File: config.mk
export PLATFORM = sky130hd
export DESIGN_NAME = permutation_round_ctrl
export DESIGN_NICKNAME = d
export VERILOG_FILES = /design/src/rtl/permutation_round_ctrl.sv
export SDC_FILE = /design/constraint.sdc
export NUM_CORES = 2
export LEC_CHECK = 0
export BUFFER_PORTS_ARGS = -buffer_cell sky130_fd_sc_hd__buf_2
export CORE_AREA = 2 2 248 250
export CTS_BUF_LIST = sky130_fd_sc_hd__clkbuf_4
export DETAILED_ROUTE_END_ITERATION = 10
export DIE_AREA = 0 0 250 252
export GPL_ROUTABILITY_DRIVEN = 0
export PLACE_DENSITY = 0.8
export SLEW_MARGIN = 0
export SYNTH_ARGS = -nofsm -noshare
export SYNTH_HDL_FRONTEND = slang
export SYNTH_SLANG_ARGS = --single-unit
File: constraint.sdc
create_clock -name clock_i -period 21.1 [get_ports clock_i]
set_clock_uncertainty 0.15 [all_clocks]
set_input_delay 1.055 -clock clock_i [delete_from_list [all_inputs] [get_ports clock_i]]
set_output_delay 1.055 -clock clock_i [all_outputs]
set_load 0.02 [all_outputs]
File: src/rtl/permutation_round_ctrl.sv
// Iterative ASCON permutation: one round (constant, S-box, diffusion) per clock.
// Holds the 5x64 state register and sequences p^a / p^b runs.
package permutation_round_ctrl_pkg;
  typedef logic [4:0][63:0] type_state;
endpackage

module ascon_diffusion
  import permutation_round_ctrl_pkg::*;
(
  input  type_state state_i,
  output type_state state_o
);
  function automatic logic [63:0] ror(input logic [63:0] x, input int n);
    return (x >> n) | (x << (64 - n));
  endfunction

  always_comb begin
    state_o[0] = state_i[0] ^ ror(state_i[0], 19) ^ ror(state_i[0], 28);
    state_o[1] = state_i[1] ^ ror(state_i[1], 61) ^ ror(state_i[1], 39);
    state_o[2] = state_i[2] ^ ror(state_i[2], 1)  ^ ror(state_i[2], 6);
    state_o[3] = state_i[3] ^ ror(state_i[3], 10) ^ ror(state_i[3], 17);
    state_o[4] = state_i[4] ^ ror(state_i[4], 7)  ^ ror(state_i[4], 41);
  end
endmodule

module permutation_round_ctrl
  import permutation_round_ctrl_pkg::*;
#(
  parameter int unsigned ROUNDS_A = 12,
  parameter int unsigned ROUNDS_B = 6
) (
  input  logic      clock_i,
  input  logic      reset_i,
  input  logic      start_i,
  input  logic      rounds_sel_i,
  input  type_state state_i,
  output type_state state_o,
  output logic      busy_o,
  output logic      done_o
);
  if (ROUNDS_A < 1 || ROUNDS_A > 12) begin : g_bad_a
    $error("ROUNDS_A must be 1..12");
  end
  if (ROUNDS_B < 1 || ROUNDS_B > 12) begin : g_bad_b
    $error("ROUNDS_B must be 1..12");
  end

  localparam logic [3:0] CTR_A = 4'(12 - ROUNDS_A);
  localparam logic [3:0] CTR_B = 4'(12 - ROUNDS_B);
  localparam logic [3:0] CTR_LAST = 4'd11;

  typedef enum logic [1:0] {IDLE, RUN, DONE} fsm_e;

  fsm_e      fsm_q, fsm_d;
  type_state state_q, state_d;
  logic [3:0] ctr_q, ctr_d;

  type_state ca, sb, df;
  logic [63:0] a0, a1, a2, a3, a4;
  logic [63:0] t0, t1, t2, t3, t4;
  logic [63:0] b0, b1, b2, b3, b4;

  always_comb begin
    ca = state_q;
    ca[2][7:0] = state_q[2][7:0] ^ {4'd15 - ctr_q, ctr_q};
  end

  // Bit-sliced S-box: all 64 columns evaluated in parallel.
  always_comb begin
    a0 = ca[0] ^ ca[4];
    a1 = ca[1];
    a2 = ca[2] ^ ca[1];
    a3 = ca[3];
    a4 = ca[4] ^ ca[3];
    t0 = ~a0 & a1;
    t1 = ~a1 & a2;
    t2 = ~a2 & a3;
    t3 = ~a3 & a4;
    t4 = ~a4 & a0;
    b0 = a0 ^ t1;
    b1 = a1 ^ t2;
    b2 = a2 ^ t3;
    b3 = a3 ^ t4;
    b4 = a4 ^ t0;
    sb[0] = b0 ^ b4;
    sb[1] = b1 ^ b0;
    sb[2] = ~b2;
    sb[3] = b3 ^ b2;
    sb[4] = b4;
  end

  ascon_diffusion u_diff (
    .state_i (sb),
    .state_o (df)
  );

  always_comb begin
    logic accept;
    fsm_d   = fsm_q;
    state_d = state_q;
    ctr_d   = ctr_q;
    busy_o  = 1'b0;
    done_o  = 1'b0;
    accept  = 1'b0;
    unique case (fsm_q)
      IDLE: accept = start_i;
      RUN: begin
        busy_o  = 1'b1;
        state_d = df;
        if (ctr_q == CTR_LAST) begin
          fsm_d = DONE;
        end else begin
          ctr_d = ctr_q + 4'd1;
        end
      end
      DONE: begin
        done_o = 1'b1;
        accept = start_i;
        fsm_d  = IDLE;
      end
      default: fsm_d = IDLE;
    endcase
    // A start in DONE reloads on the same edge, so back-to-back runs need no bubble.
    if (accept) begin
      fsm_d   = RUN;
      state_d = state_i;
      ctr_d   = rounds_sel_i ? CTR_B : CTR_A;
    end
  end

  always_ff @(posedge clock_i or posedge reset_i) begin
    if (reset_i) begin
      fsm_q   <= IDLE;
      state_q <= '0;
      ctr_q   <= '0;
    end else begin
      fsm_q   <= fsm_d;
      state_q <= state_d;
      ctr_q   <= ctr_d;
    end
  end

  assign state_o = state_q;
endmodule

## After elaboration in Yosys (flattened, before gate mapping)

Index checks and enable logic that the tools add are counted.

| operators by class | value |
|---|---|
| eq/ne operators | 6 |
| muxes and demuxes | 12 |
| bitwise gates (word level) | 43 |
| reductions and logical operators | 5 |
| add/sub/neg operators | 2 |

Operators with widths:

| kind | number |
|---|---|
| 64-bit bitwise XOR | 21 |
| 320-bit 2-to-1 mux | 2 |
| 64-bit NOT | 6 |
| 64-bit AND | 5 |
| 23-bit by 64-bit OR with 64-bit output | 1 |
| 25-bit by 64-bit OR with 64-bit output | 1 |
| 3-bit by 64-bit OR with 64-bit output | 1 |
| 36-bit by 64-bit OR with 64-bit output | 1 |
| 45-bit by 64-bit OR with 64-bit output | 1 |
| 47-bit by 64-bit OR with 64-bit output | 1 |
| 54-bit by 64-bit OR with 64-bit output | 1 |
| 57-bit by 64-bit OR with 64-bit output | 1 |
| 58-bit by 64-bit OR with 64-bit output | 1 |
| 63-bit by 64-bit OR with 64-bit output | 1 |
| 4-bit 2-to-1 mux | 3 |
| 8-bit bitwise XOR | 1 |
| 4-bit by 1-bit adder with 4-bit output, second input constant | 1 |
| 4-bit == test, second input constant | 1 |
| 2-bit 2-to-1 mux | 2 |
| 2-bit one-hot mux with 2 select lines | 1 |
| 2-bit AND reduction | 2 |
| 4-bit subtractor, first input constant | 1 |
| 1-bit 2-to-1 mux | 3 |
| 3-bit 2-to-1 mux | 1 |
| other kinds (8) | 8 |

| word-level totals | value |
|---|---|
| logic and storage cells | 75 |
| bits in registers | 326 |
| input port bits | 324 |

## Depth between registers and ports, before layout

| logic depth | value |
|---|---|
| depth in word-level cells | 12 |
| mapped depth | 8 |

## By module

Synthesis repeated with hierarchy kept, for this count alone.

| unflattened totals | value |
|---|---|
| cells, all modules | 3197 |
| area, all modules | 31073.6 um^2 |

By module, submodules not included:

| module | cells each | area each (um^2) | instances |
|---|---|---|---|
| permutation_round_ctrl | 2877 | 23402.4 | 1 |
| ascon_diffusion | 320 | 7671.1 | 1 |

## Worst setup path after synthesis

No wires, ideal clock.

| timing | value |
|---|---|
| path kind | register -> output |
| from | register fsm_q[1] |
| to | output port busy_o |
| stages on the path, launching flop included | 6 |
| buffers on the path | 3 |
| setup slack | 18.495 ns |
| required time | 19.895 ns |
| arrival | 1.400 ns |
| cell sequence | dfrtp_1 -> nand2b_1 -> buf_2 -> inv_2 -> clkbuf_1 -> clkbuf_1 |

| on the way | value |
|---|---|
| longest elaborated chain between the ends | 2 |

RTL lines:

| item | RTL line | text |
|---|---|---|
| start: declaration | 54 | `fsm_e fsm_q, fsm_d;` |
| start signal: assignment | 137 | `fsm_q <= fsm_d;` |
| 2-bit by 1-bit == test with 1-bit output | 105 | `unique case (fsm_q)` |
| 1-bit 2-to-1 mux | 105 |  |
| end: declaration | 38 | `output logic busy_o,` |

Every way passes these cells.

## Final worst setup path

| timing | value |
|---|---|
| from | register fsm_q[0] |
| to | register state_q, in the netlist a3[11] |

| on the way | value |
|---|---|
| longest elaborated chain between the ends | 4 |
| elaborated cells on any way between the ends | 7 |
| those cells by class | eq/ne (2); mux (2); reduce/logical (3) |

RTL lines:

| item | RTL line | text |
|---|---|---|
| 2-bit == test / 2-bit zero test (equally long branches) | 105 |  |
| 2-bit OR reduction (no source line) | n/a |  |
| 1-bit 2-to-1 mux | 105 |  |
| 320-bit 2-to-1 mux / 2-bit nonzero test (equally long branches) | n/a |  |
| end signal: assignment | 138 | `state_q <= state_d;` |
| end: declaration | 55 | `type_state state_q, state_d;` |

Several ways; a longest one is shown, not always the timed one.
A chain may end at the register's enable or synchronous reset.

==> run_results.csv <==
group,metric,value,unit
synth,ys_types,33,
clock_tree,path_clk_slew,70,ps
setup_path,r2r-end,"a3[11]$_DFFE_PP0P_",
synth,yosysWarningCount,0,
sta,worstMarginPinSlew,1560,ps
setup_path,crit_chain,"nand2b_4 > inv_6 > nor2_4 > buf_4 > buf_4 > a22oi_1 > o21ai_0",
synth,synth_top_cell_by_area,"dfrtp_1",
global_route,grt-ovfl-total,0,
min_path,hold_class,"in2async",
setup_path,crit_type,"reg2reg",
layout,final_cell_count_no_fill,4184,
drt,final_antenna_net_count,0,
die,die_h,252,µm
clock_tree,cts-root-buf,"clkbuf_4",
setup_path,crit_path_max_fanout,78,
drt,drc,0,
setup_path,cpMostUsedCell,"buf_4",
place,dpl.cell_count,4020,
synth,synth-main-ff-cell,"dfrtp_1",
clock_tree,cts-resized-gates,0,
global_route,antenna_found_initial,12,
sta,fin_tns_setup,0,ps
global_route,grt_util_all_layers,43.3,%
setup_path,reg2reg_from,"fsm_q[0]$_DFFE_PP0P_",
place,dp_slack,16900,ps
global_route,grt_max_degree,122,
outcome,violations,"max-capacitance violations, max-slew violations",
sta,fmax,225,MHz
synth,async_flop_share,100,%
sta,slew_headroom,-4.93,%
die,die_x,250,µm
layout,regArea,8160,µm²
setup_path,worstPathArrival,5070,ps
layout,final_common_cell,"buf_2",
die,start_util,48.5,%
sta,period_needed,4440,ps
clock_tree,clock_latency,960,ps
drt,vias_per_cell,6.23,
setup_path,reg2regPathDepth,7,
sta,setup_viol,0,
synth,ys_seq_area_share,28.0,%
clock_tree,htreeDepth,3,
setup_path,r2r_setup_slack,16660,ps
clock_tree,tritoncts,"built",
setup_path,critPathMaxStageDelay,850,ps
layout,design_area,34300,µm²
sta,finalCritPeriodShare,21.0,%
sta,slew_violations,4,
global_route,grt_pass1_wl,189,mm
layout,fin_nets,3785,
synth,synth_edf_count,0,
die,std_cell_rows,90,
clock_tree,cts_setup_buffers,0,
synth,synth.area.top_cells,"dfrtp_1, xnor3_1, xnor2_1",
die,die-area,63000,µm²
setup_path,crit_path_end_kind,"flop",
layout,layout-drive-gt1-share,26.3,%
place,dp_hpwl,112,mm
drt,drt_iter0_markers,3306,
sta,rsz0062_at_grt,"no",
die,core_area,60100,µm²
synth,syn_nets,3140,
drt,wl_per_cell,33.1,µm
synth,yosys_register_bits,326,
layout,multi_input_area,19900,µm²
layout,layout_common_cells,"buf_2, xnor2_1, dfrtp_1, xnor3_1, xor2_1",
layout,area_growth_syn_to_layout,17.6,%
sta,hold_viol,0,
layout,fill_cells,5313,
run,cap_violations,1,
setup_path,cp.buffers_inverters,3,
sta,setup_slack,16660,ps
place,dpl_cell_area,33100,µm²
synth,syn_area,29200,µm²
clock_tree,cts_max_path_buffers,3,
drt,firstDrtPassIters,6,
clock_tree,cts_buffers,92,
synth,synth_top_area_share,28.0,%
clock_tree,cts.sinks,326,
synth,netlist_instances,2687,
setup_path,start_kind,"flop",
global_route,grt_pass1_vias,25100,
setup_path,cp_top_family,"buffers and inverters",
drt,vias,26100,
setup_path,required,21730,ps
die,io_pins,646,
setup_path,startpoint,"fsm_q[0]$_DFFE_PP0P_",
place,io_buffers,645,
clock_tree,hold_buffers,0,
setup_path,slowest_stage,"nor2_4",
synth,avgSynthCellArea,10.9,µm²
outcome,status,"finished, violations left",
drt,wl,139,mm
-- registers in the layout, summed over array words and instances (netlist names) --
register,cells
a1,64
fsm_q,2
ctr_q,4
state_o,192
a3,64
-- synth_stat cells (all sizes together), types with 63 or more instances --
library cell  count
xnor2           426
dfrtp           326
xnor3           247
xor2            230
o21ai           221
inv             193
nand2           177
a22oi           159
ha              129
mux2i            93
clkbuf           91
a21oi            76
o22ai            67
maj3             63
-- layer usage --
| layer | vias up | wire length, µm | GRT usage [%] |
|---|---|---|---|
| met5 | - | 107 | 0.618 |
| met4 | 12 | 11400 | 30.3 |
| met3 | 547 | 18500 | 16.1 |
| met2 | 2149 | 59700 | 64.4 |
| met1 | 12700 | 48800 | 51.9 |
| li1 | 10700 | - | - |
-- area by class of cell --
class | instances | share of cell area, %
diodes | 6 | 0.0438
clock buffers | 124 | 2.71
clock inverters | 34 | 0.631
inverters | 193 | 2.15
multi-input cells | 2057 | 58.0
flip-flops and latches | 326 | 23.8
well taps | 782 | 2.85
repair buffers | 662 | 9.82
-- per-stage QoR --
stage	utilization, %	hold WS [ps]
finish	57.0	118
CTS	57.0	132
floorplan	-	452
global route	57.0	142
global placement	55.1	401
detailed placement	55.1	406
-- cells by family (layout without fill, tap and decap cells) --
logic type               after synthesis  after routing  share of synthesized area (%)
XOR/XNOR                             912            912                           40.8
AO/OA/AOI/OAI                        616            616                           13.0
flip-flops                           326            326                           28.0
buffers and inverters                304           1013                           3.97
AND/OR/NAND/NOR                      244            244                           3.20
adder cells (fa/ha/maj)              192            192                           7.83
multiplexers                          93             93                           3.19
other                                  0              6                              0
-- worst max-delay path by stage --
stage                              end  slack, ps  cells past startpoint
floorplan            a1[0]$_DFFE_PP0P_      10870                      1
global placement    a1[27]$_DFFE_PP0P_      16980                      7
detailed placement  a3[11]$_DFFE_PP0P_      16900                      7
CTS                 a3[11]$_DFFE_PP0P_      16800                      7
global route         a1[8]$_DFFE_PP0P_      16530                      7
finish              a3[11]$_DFFE_PP0P_      16660                      7
Power is left out: the tool's default activity adds up to more than one toggle a clock period on the data nets, which glitch-free logic cannot reach.
